===== src/rtl/clk_en_pkg.sv =====
// clk_en_pkg: shared constants and divisor helpers for the clock-enable generator
package clk_en_pkg;
    localparam int DEF_CNT_W   = 25;
    localparam int DEF_DIV_VAL = 4;
    localparam int FN_W        = 32;

    function automatic logic [FN_W-1:0] clamp_div(input logic [FN_W-1:0] d);
        return (d == '0) ? FN_W'(1) : d;
    endfunction

    function automatic logic [FN_W-1:0] half_hi(input logic [FN_W-1:0] d);
        return FN_W'((33'(d) + 33'd1) >> 1);
    endfunction
endpackage


===== src/rtl/clk_en_chan.sv =====
// clk_en_chan: one clock-enable channel with tick strobe, square wave and shadowed divisor
module clk_en_chan
    import clk_en_pkg::*;
#(
    parameter int CNT_W   = DEF_CNT_W,
    parameter int DEF_DIV = DEF_DIV_VAL
) (
    input  logic             clk,
    input  logic             clr_n,
    input  logic             en,
    input  logic             restart,
    input  logic             wr,
    input  logic [CNT_W-1:0] wdata,
    output logic [CNT_W-1:0] div,
    output logic             tick,
    output logic             sq
);
    logic [CNT_W-1:0] cnt, shadow, wval, nxt;
    logic             pending, last;

    // >= so a held count left above a smaller divisor still wraps on the next edge
    always_comb begin
        wval = CNT_W'(clamp_div(FN_W'(wdata)));
        last = cnt >= div - CNT_W'(1);
        nxt  = last ? '0 : cnt + CNT_W'(1);
    end

    always_ff @(posedge clk) begin
        if (!clr_n) begin
            cnt     <= '0;
            div     <= CNT_W'(DEF_DIV);
            shadow  <= '0;
            pending <= 1'b0;
            tick    <= 1'b0;
            sq      <= 1'b0;
        end else if (restart) begin
            cnt     <= '0;
            tick    <= 1'b0;
            sq      <= en;
            div     <= wr ? wval : pending ? shadow : div;
            pending <= 1'b0;
        end else begin
            if (wr)
                shadow <= wval;
            if (wr && !en) begin
                div     <= wval;
                pending <= 1'b0;
            end else if (pending && (!en || last)) begin
                div     <= shadow;
                pending <= wr;
            end else begin
                pending <= pending | wr;
            end
            if (en) begin
                cnt  <= nxt;
                tick <= last;
                sq   <= nxt < CNT_W'(half_hi(FN_W'(div)));
            end else begin
                tick <= 1'b0;
            end
        end
    end
endmodule


===== src/rtl/clk_en_gen.sv =====
// clk_en_gen: NCH programmable clock-enable channels with write decode and divisor readback
module clk_en_gen
    import clk_en_pkg::*;
#(
    parameter int NCH     = 4,
    parameter int CNT_W   = DEF_CNT_W,
    parameter int DEF_DIV = DEF_DIV_VAL,
    localparam int CH_W   = (NCH > 1) ? $clog2(NCH) : 1
) (
    input  logic             clk,
    input  logic             clr_n,
    input  logic [NCH-1:0]   en,
    input  logic             restart,
    input  logic             cfg_we,
    input  logic [CH_W-1:0]  cfg_ch,
    input  logic [CNT_W-1:0] cfg_div,
    output logic [CNT_W-1:0] rd_div,
    output logic [NCH-1:0]   tick,
    output logic [NCH-1:0]   sq
);
    logic [CNT_W-1:0] divs [NCH];

    for (genvar g = 0; g < NCH; g++) begin : g_ch
        clk_en_chan #(.CNT_W(CNT_W), .DEF_DIV(DEF_DIV)) u_chan (
            .clk     (clk),
            .clr_n   (clr_n),
            .en      (en[g]),
            .restart (restart),
            .wr      (cfg_we && (cfg_ch == CH_W'(g))),
            .wdata   (cfg_div),
            .div     (divs[g]),
            .tick    (tick[g]),
            .sq      (sq[g])
        );
    end

    assign rd_div = (32'(cfg_ch) < NCH) ? divs[cfg_ch] : '0;
endmodule


===== config.mk =====
export PLATFORM = sky130hd
export DESIGN_NAME = clk_en_gen
export DESIGN_NICKNAME = d
export VERILOG_FILES = /design/src/rtl/clk_en_pkg.sv /design/src/rtl/clk_en_chan.sv /design/src/rtl/clk_en_gen.sv
export SDC_FILE = /design/constraint.sdc
export NUM_CORES = 1
export LEC_CHECK = 0
export CORE_ASPECT_RATIO = 0.75
export CORE_UTILIZATION = 68
export DETAILED_ROUTE_END_ITERATION = 12
export PLACE_DENSITY = 0.87
export SETUP_SLACK_MARGIN = 0.5
export SLEW_MARGIN = 30
export SYNTH_ARGS = -nofsm -noshare
export SYNTH_HDL_FRONTEND = slang
export SYNTH_SLANG_ARGS = --single-unit

===== constraint.sdc =====
create_clock -name clk -period 10.6 [get_ports clk]
set_input_delay 1.59 -clock clk [delete_from_list [all_inputs] [get_ports clk]]
set_output_delay 1.59 -clock clk [all_outputs]
set_load 0.01 [all_outputs]

After elaboration in Yosys (flattened, before gate mapping)
Index checks and enable logic that the tools add are counted.

Register bits after elaboration: 312. Latch bits: 0. Bits in writable memories: 0. Bits in read-only memories: 0. Bits of input ports: 35. Output and inout bits: 33. Memories: 0.

$add $sub $neg: 12. Multiply operators: 0. Divide/modulo/power cells: 0. Magnitude comparators: 9. Equality and inequality tests: 7. Shifts and indexed selects: 0. Multiplexer cells: 40. Bitwise gates (word level): 11. Reductions and logical operators: 47.

Operators with widths (count): $mux W25 (27); $add A25 B1 Y26 const B (4); $add A25 B1 Y25 const B (4); $ge A25 B25 Y1 (4); $lt A25 B25 Y1 (4); $sub A25 B1 Y25 const B (4); $bmux W25 S2 (1); $logic_not A25 Y1 (1); $reduce_or A3 Y1 (8); $reduce_and A2 Y1 (8); $logic_and A1 B1 Y1 (12); $mux W1 (12); $ne A3 B1 Y1 const B (4); $reduce_bool A3 Y1 (4); $reduce_bool A2 Y1 (4); $not A1 Y1 (6); $eq A2 B2 Y1 const B (2); $logic_not A1 Y1 (4); $logic_or A1 B1 Y1 (4); $or A1 B1 Y1 (4); $ge A3 B3 Y1 const B (1); $not A2 Y3 (1); $eq A2 B1 Y1 const B (1); $logic_not A2 Y1 (1); $reduce_or A2 Y1 (1).

Logic depth before layout (Yosys ltp)
Gate-level depths: netlist of the first run.

Depth after elaboration: 7. Mapped depth: 27. Mapped depth without buffers: 25.

Modules after synthesis
From an unflattened synthesis of the first run, not the netlist that was laid out.

Cell total of the unflattened synthesis: 3007. Area, all modules: 23722.8 um^2.

Modules (own cells, without submodules): clk_en_chan at g_ch[0].u_chan ... (instances 2, cells each 758, area an instance 5896.9 um^2, sequential area each 1561.5 um^2); clk_en_chan at g_ch[3].u_chan (instances 1, cells each 749, area an instance 5677.9 um^2, sequential area each 1561.5 um^2); clk_en_chan at g_ch[1].u_chan (instances 1, cells each 707, area an instance 5602.9 um^2, sequential area each 1561.5 um^2); clk_en_gen (instances 1, cells each 35, area an instance 648.1 um^2, sequential area each 0.0 um^2).

Worst setup path after synthesis of the first run
Ideal clock, no wire load.

Kind: flip-flop to flip-flop. Start: register g_ch[1].u_chan.div[2]. End: register g_ch[1].u_chan.sq. Arrival: 5.443 ns. Setup slack: 5.072 ns. Stages on the path, launching flop included: 28. Path buffers: 3. Period minus slack after synthesis: 5.528 ns. Path through: dfxtp_1 -> buf_6 -> or3_4 -> or4_4 -> or3_4 -> nand2b_4 -> nor3_4 -> nand2b_2 -> nor4_4 -> xnor2_1 -> ha_1 -> nand3_1 -> or2_2 -> nor3_1 -> a22oi_1 -> nand2b_1 -> clkbuf_1 -> clkbuf_1 -> nor2_1 -> ha_1 -> and3_1 -> a21oi_1 -> a21oi_1 -> a2111oi_0 -> a21oi_1 -> a21oi_1 -> o211ai_1 -> a211oi_1.

Word-level cells in the longest chain between the ends: 6. Elaborated cells between the ends (all ways): 7. Those cells by class: add/sub (2); order compare (2); mux (3).

RTL lines: start, declared (line clk_en_chan.sv:14) `output logic [CNT_W-1:0] div,`; start signal, assigned (line clk_en_chan.sv:31) `div <= CNT_W'(DEF_DIV);`; start signal, assigned (line clk_en_chan.sv:40) `div <= wr ? wval : pending ? shadow : div;`; start signal, assigned (line clk_en_chan.sv:46) `div <= wval;`; $sub A25 B1 Y25 (line clk_en_chan.sv:24) `last = cnt >= div - CNT_W'(1);`; $ge A25 B25 Y1 (line clk_en_chan.sv:24); $mux W25 (line clk_en_chan.sv:25) `nxt = last ? '0 : cnt + CNT_W'(1);`; via g_ch[1].u_chan.nxt[12] (line clk_en_chan.sv:18) `logic [CNT_W-1:0] cnt, shadow, wval, nxt;`; $lt A25 B25 Y1 (line clk_en_chan.sv:57) `sq <= nxt < CNT_W'(half_hi(FN_W'(div)));`; $mux W1 (line clk_en_chan.sv:54) `if (en) begin`; $mux W1 (line clk_en_chan.sv:36) `end else if (restart) begin`; end signal, assigned (line clk_en_chan.sv:39) `sq <= en;`; end signal, assigned (line clk_en_chan.sv:57); end, declared (line clk_en_chan.sv:16) `output logic sq`.

The timed path passes the listed nets, and every way through them passes these cells. The select of a mux whose other input is x is not followed. A chain may end at the register's enable or synchronous reset.

Final worst setup path of the first run
Ends and elaborated chain as after synthesis.

==> results of run 1 <==
through the flow:
step | area, um2 | hold slack [ns] | power (mW) | setup slack (ns) | cells
6_report | 25100 | 0.467 | 2.93 | 4.37 | 3309
5_1_grt | 25100 | 0.485 | 3.01 | 3.84 | 3306
4_1_cts | 25000 | 0.466 | 2.91 | 4.21 | 3306
3_5_place_dp | 23900 | 0.457 | 1.68 | 4.24 | 3245
3_3_place_gp | 23800 | 0.447 | 1.66 | 4.53 | 3242
2_1_floorplan | 23300 | 0.435 | 1.55 | 5.07 | 2946
cell type report:
class                   count  area, um2
fillers                  2469       8610
well taps                 450        563
repair buffers             89        870
clock buffers              48        976
multi-input cells        2354      16100
clock inverters            13        175
inverters                  40        150
flip-flops and latches    312       6250
diodes                      3       7.51
registers in the layout, summed over array words and instances, names as in the netlist:
signal               count
g_ch.u_chan.tick         4
g_ch.u_chan.pending      4
g_ch.u_chan.shadow     100
g_ch.u_chan.div        100
g_ch.u_chan.sq           4
g_ch.u_chan.cnt        100
cells in the final DEF (no fill, tap or decap), types with 5 or more instances in the layout:
cell               n
clkbuf_16         36
nor4_1            30
a22oi_1            5
o21ai_0          110
a31oi_1           46
a211oi_1          10
nand2_1          497
a21o_1            24
and4_1            16
and3_1            61
nand4_1           41
clkdlybuf4s50_1   65
a21oi_1          119
nand2b_1          19
dfxtp_1          312
nor3_1            53
clkbuf_1           9
nand3b_1          11
ha_1             208
a21boi_0          97
nor2b_1           26
o21a_1             6
or4_1             11
nor3b_1            9
mux4_2            25
nand3_1          117
o31ai_1            7
o211ai_1           7
xnor2_1          164
o211a_1           96
mux2i_1           99
buf_4             20
xor2_1           109
or2_2              7
nor2_1           228
or3_1             13
a41oi_1            5
inv_1             40
and2_1            19
power by group through the flow:
stage	Clock (mW)	Sequential (mW)	Combinational (mW)
floorplan	0	1.24	0.307
global placement	0	1.29	0.370
detailed placement	0	1.29	0.387
CTS	1.25	1.27	0.392
global route	1.31	1.27	0.434
finish	1.26	1.27	0.404
worst max-delay path by stage:
stage                                from                end  slack (ns)  depth (start not counted)
floorplan           g_ch[1].u_chan.div[2]  g_ch[1].u_chan.sq        5.07                         27
global placement    g_ch[1].u_chan.div[2]  g_ch[1].u_chan.sq        4.53                         23
detailed placement  g_ch[1].u_chan.div[2]  g_ch[1].u_chan.sq        4.24                         23
CTS                 g_ch[1].u_chan.div[2]  g_ch[1].u_chan.sq        4.21                         23
global route        g_ch[1].u_chan.div[2]  g_ch[1].u_chan.sq        3.84                         23
finish              g_ch[1].u_chan.div[2]  g_ch[1].u_chan.sq        4.37                         23
per-layer routing:
| metal | vias up | share of wire [%] | global-route usage (%) |
|---|---|---|---|
| li1 | 10100 | - | - |
| met2 | 1348 | 42 | 59.5 |
| met5 | - | 0.017 | 0 |
| met3 | 306 | 12 | 9.92 |
| met4 | 2 | 5.1 | 18.7 |
| met1 | 10500 | 40 | 52.0 |
worst max-delay path, cell delays in order (launching register included):
cell       delay, ns
dfxtp_1         0.42
or3_4           0.45
or3b_1          0.48
nor3_4          0.24
nand2_1         0.11
or4_1           0.50
nor3_1          0.23
xnor2_1         0.12
ha_1            0.30
nand3_1         0.09
or2_2           0.33
nor3_1          0.21
a22oi_1         0.13
nand2b_2        0.43
nor2_1          0.13
ha_1            0.33
and3_1          0.21
a21oi_1         0.13
a21oi_1         0.10
a2111oi_0       0.58
a21oi_1         0.09
a21oi_1         0.14
o211ai_1        0.12
a211oi_1        0.24
kinds of logic after synthesis:
logic type,after synthesis,share of synthesized area [%]
AO/OA/AOI/OAI,566,16.8
AND/OR/NAND/NOR,1183,23.6
flip-flops,312,26.8
multiplexers,124,6.66
adder cells (fa/ha/maj),208,11.1
XOR/XNOR,273,10.2
buffers and inverters,280,4.76
==> results.json, run 1 <==
{
  "post-cts-setup-buffers": 0,
  "reg2reg_slack_ns": 4.37,
  "first_iter_violations": 3097,
  "rsz0062_at_grt": "no",
  "clk_path_buf_depth": 3,
  "status": "completed",
  "cp-start-kind": "flop",
  "worstSetupPathType": "flop to flop",
  "setup_tns_ns": 0,
  "dr_total_vias": 22300,
  "cp.required_ns": 11.05,
  "arrival_ns": 6.68,
  "ioPinCount": 68,
  "synth_edf_count": 0,
  "syn_inst": 2946,
  "cts-root-buf": "clkbuf_16",
  "first_global_vias": 20500,
  "switchingPower_mw": 0.840,
  "ff2ff_path_depth": 23,
  "powerDensity_nw_per_um2": 117,
  "fin_worst_skew_ns": 0.0309,
  "yosys-top-cells-count": "497 x nand2_1, 312 x dfxtp_1, 232 x nor2_1",
  "async_flop_share_pct": 0,
  "slew_violations": 0,
  "synth_warnings": 0,
  "min_path_type": "flop to flop",
  "p_leak_nw": 10.5,
  "drv_cap": 0,
  "vias_per_cell": 6.73,
  "cts_tree": "yes",
  "gp_congestion": 0.948,
  "ir_drop_mv": 0.133,
  "final_hold_viol_count": 0,
  "hold_buffers": 0,
  "ant_nets": 0,
  "setup_violations": 0,
  "synth_most_common_cell": "nand2_1",
  "track_usage_pct": 39.2,
  "syn_area_um2": 23300,
  "end_kind": "flop",
  "core.rowCount": 58,
  "hpwl_um": 50700,
  "fin_crit_sh_pct": 58.8,
  "switching_share_pct": 28.6,
  "drc": 0,
  "tightest_slew_ns": 0.961,
  "seq_power_share_pct": 43.4,
  "routed_wl_um": 70700,
  "area_growth_pct": 7.35,
  "p_comb_share_pct": 13.8,
  "ctsResizeCount": 0,
  "yosysUniqueCellTypes": 66,
  "io_buffers": 67,
  "synth_ff_type": "dfxtp_1",
  "numCtsBuffers": 35,
  "antenna_found_initial": 4,
  "die_height_um": 162,
  "yosysTopAreaCellShare_pct": 26.8,
  "pwr-share-clk_pct": 42.8,
  "min_from": "g_ch[1].u_chan.shadow[15]",
  "power_report.internal_total_mw": 2.09,
  "die_area_um2": 35100,
  "nets": 3075,
  "period_needed_ns": 6.23,
  "min_to": "g_ch[1].u_chan.shadow[15]",
  "hold_depth": 2,
  "grt_pass1_wl_um": 110000,
  "wl_per_cell_um": 21.4,
  "cp_max_fo": 27,
  "r2r_start": "g_ch[1].u_chan.div[2]",
  "cts.sinks": 312,
  "synth_area_leaders": "dfxtp_1 27%, ha_1 11%, nand2_1 8.0%",
  "first_pass_iters": 8,
  "r2r_end": "g_ch[1].u_chan.sq",
  "slew-limit-headroom_pct": 35.7,
  "utilization_pct": 74.4,
  "start_util_pct": 69.3,
  "synth_area_leader_cell": "dfxtp_1",
  "ys_ff_latch": 312,
  "avgSynthCellArea_um2": 7.92,
  "die_x_um": 216,
  "ys_seq_area_share_pct": 26.8,
  "clk-insertion-delay-late_ns": 0.56,
  "core_um2": 33700,
  "syn_nets": 3189,
  "grt.overflow.total": 0,
  "grt_max_degree": 103,
  "drive_above_1_share_pct": 4.69,
  "clk_pin_slew_ns": 0.07,
  "maxClockFrequency_ghz": 0.161,
  "htreeDepth": 2
}
No activity file was read; power rests on OpenSTA's default activity.
==> run 2, diff against run 1 <==
--- a/config.mk
+++ b/config.mk
@@ -6,9 +6,9 @@
 export NUM_CORES = 1
 export LEC_CHECK = 0
 export CORE_ASPECT_RATIO = 0.75
-export CORE_UTILIZATION = 68
+export CORE_UTILIZATION = 57
 export DETAILED_ROUTE_END_ITERATION = 12
-export PLACE_DENSITY = 0.87
+export PLACE_DENSITY = 0.78
 export SETUP_SLACK_MARGIN = 0.5
 export SLEW_MARGIN = 30
 export SYNTH_ARGS = -nofsm -noshare
==> constraint.sdc (replaced) <==
create_clock -name clk -period 5.65 [get_ports clk]
set_input_delay 0.8475 -clock clk [delete_from_list [all_inputs] [get_ports clk]]
set_output_delay 0.8475 -clock clk [all_outputs]
set_load 0.01 [all_outputs]
==> results.json, run 2 (synthesis gave the netlist of run 1 again) <==
{
  "routed_wl_um": 73300,
  "num-fill-cells": 3276,
  "maxClockFrequency_ghz": 0.192,
  "p_leak_nw": 11.0,
  "end_kind": "flop",
  "die_x_um": 236,
  "final_hold_viol_count": 0,
  "powerDensity_nw_per_um2": 220,
  "area_growth_pct": 11.8,
  "min_path_type": "flop to flop",
  "cts.sinks": 312,
  "first_pass_iters": 6,
  "power_mw": 5.73,
  "status": "completed",
  "layoutNonFillerInstCount": 3455,
  "utilization_pct": 65.3,
  "final_cell_mix": "495 x nand2_1, 308 x dfxtp_1, 223 x nor2_1, 207 x ha_1, 163 x xnor2_1",
  "cts-root-buf": "clkbuf_16",
  "arrival_ns": 5.67,
  "slew_violations": 0,
  "dr_total_vias": 22200,
  "ant_nets": 0,
  "hold_buffers": 0,
  "cp_max_fo": 5,
  "drive_above_1_share_pct": 8.87,
  "clk_path_buf_depth": 3,
  "first_iter_violations": 2752,
  "gp_congestion": 0.995,
  "numCtsBuffers": 35,
  "setup_violations": 0,
  "track_usage_pct": 34.3,
  "grt.overflow.total": 0,
  "core_um2": 40000,
  "seqCellArea_um2": 6250,
  "grt_pass1_wl_um": 113000,
  "wl_per_cell_um": 21.2,
  "grt-busiest-layer": "met2",
  "tightest_slew_ns": 1.04,
  "hpwl_um": 53500,
  "cp.required_ns": 6.12,
  "grt_use_met3_pct": 6.46,
  "htreeDepth": 2,
  "period_needed_ns": 5.20,
  "ir_drop_mv": 0.188,
  "vias_per_cell": 6.41,
  "dpl_cell_area_um2": 24300,
  "slew-limit-headroom_pct": 30.7,
  "use_met2_pct": 52.0,
  "die_height_um": 177,
  "antenna_found_initial": 5,
  "place_inst": 3358,
  "clk-insertion-delay-late_ns": 0.55,
  "first_global_vias": 20300,
  "reg_top3": "g_ch.u_chan.cnt: 100 flops, g_ch.u_chan.div: 100 flops, g_ch.u_chan.shadow: 100 flops",
  "clk_pin_slew_ns": 0.07,
  "final_common_cell": "nand2_1",
  "cts_tree": "yes",
  "fin_crit_sh_pct": 92.0,
  "core.rowCount": 63,
  "start_util_pct": 58.4,
  "drv_cap": 0,
  "io_buffers": 67,
  "met1_usage_pct": 48.6,
  "die_area_um2": 41800,
  "multi_input_area_um2": 16300,
  "final_area_um2": 26100,
  "cp-start-kind": "flop",
  "nets": 3150,
  "setup_tns_ns": 0,
  "fin_worst_skew_ns": 0.00976,
  "worstSetupPathType": "flop to flop",
  "rsz0062_at_grt": "yes",
  "drc": 0,
  "ioPinCount": 68,
  "grt_max_degree": 175
}
==> run 2: cell types whose count changed in the layout (fill, tap and decap cells not counted), sizes merged <==
cell / before / now
clkinv: 7 / 5
bufinv: 3 / 4
clkbuf: 48 / 49
or2: 7 / 8
buf: 24 / 98
inv: 41 / 42
==> run 2: layout make-up <==
cell class / count / share of cell area, %
Multi-Input combinational cell: 2355 / 62.6
Timing Repair Buffer: 163 / 5.51
Sequential cell: 312 / 24.0
Antenna cell: 3 / 0.0288
Clock inverter: 13 / 0.695
Inverter: 40 / 0.575
Tap cell: 520 / 2.49
Clock buffer: 49 / 4.10
==> run 2: metrics by stage <==
stage / worst slack (ns) / hold WS [ns]
floorplan: 0.565 / 0.435
CTS: 0.433 / 0.464
detailed placement: 0.161 / 0.456
global placement: 0.352 / 0.446
global route: 0.216 / 0.483
finish: 0.450 / 0.464
==> run 2: per-layer routing <==
metal | part of all wire [%] | routed length, um
met1 | 43 | 31500
met3 | 11 | 7900
met2 | 43 | 31200
met4 | 3.7 | 2730
met5 | 0.018 | 13
==> run 2: report_power, final <==
| part | leakage (nW) | switching (mW) | internal [mW] |
|---|---|---|---|
| Sequential | 2.53 | 0.100 | 2.25 |
| Combinational | 7.86 | 0.505 | 0.355 |
| Clock | 0.616 | 1.01 | 1.51 |
| Total | 11.0 | 1.61 | 4.12 |
==> run 2: repair_timing <==
item,4_1_cts,5_1_grt
gates resized for setup,28,41
gates cloned,1,0
buffers inserted,13,18
setup endpoints to repair,4,5
pin swaps,19,10
==> run 2: critical path: stages (launching register included) <==
cell and delay (ns):
dfxtp_2 0.32, or3_4 0.39, buf_6 0.13, or3b_4 0.42
nor3_4 0.22, nand2_1 0.11, or4_4 0.48, nor3_4 0.20
xnor2_2 0.10, ha_1 0.32, nand3_2 0.09, or2_4 0.27
nor2_2 0.12, a22oi_2 0.10, nand2b_4 0.15, buf_6 0.12
nor2_2 0.04, ha_1 0.30, and3_4 0.19, a21oi_2 0.16
a21oi_2 0.10, a2111oi_4 0.30, a21oi_1 0.07, a21oi_1 0.13
o211ai_1 0.11, a211oi_1 0.19
==> run 2: path summary, 6_finish.rpt <==
check | slack [ns] | startpoint | end | depth (start not counted)
min reg2reg | 0.46 | g_ch[0].u_chan.shadow[3] | g_ch[0].u_chan.shadow[3] | 2
min | 0.46 | g_ch[0].u_chan.shadow[3] | g_ch[0].u_chan.shadow[3] | 2
max reg2reg | 0.45 | g_ch[1].u_chan.div[4] | g_ch[1].u_chan.sq | 25
max | 0.45 | g_ch[1].u_chan.div[4] | g_ch[1].u_chan.sq | 25
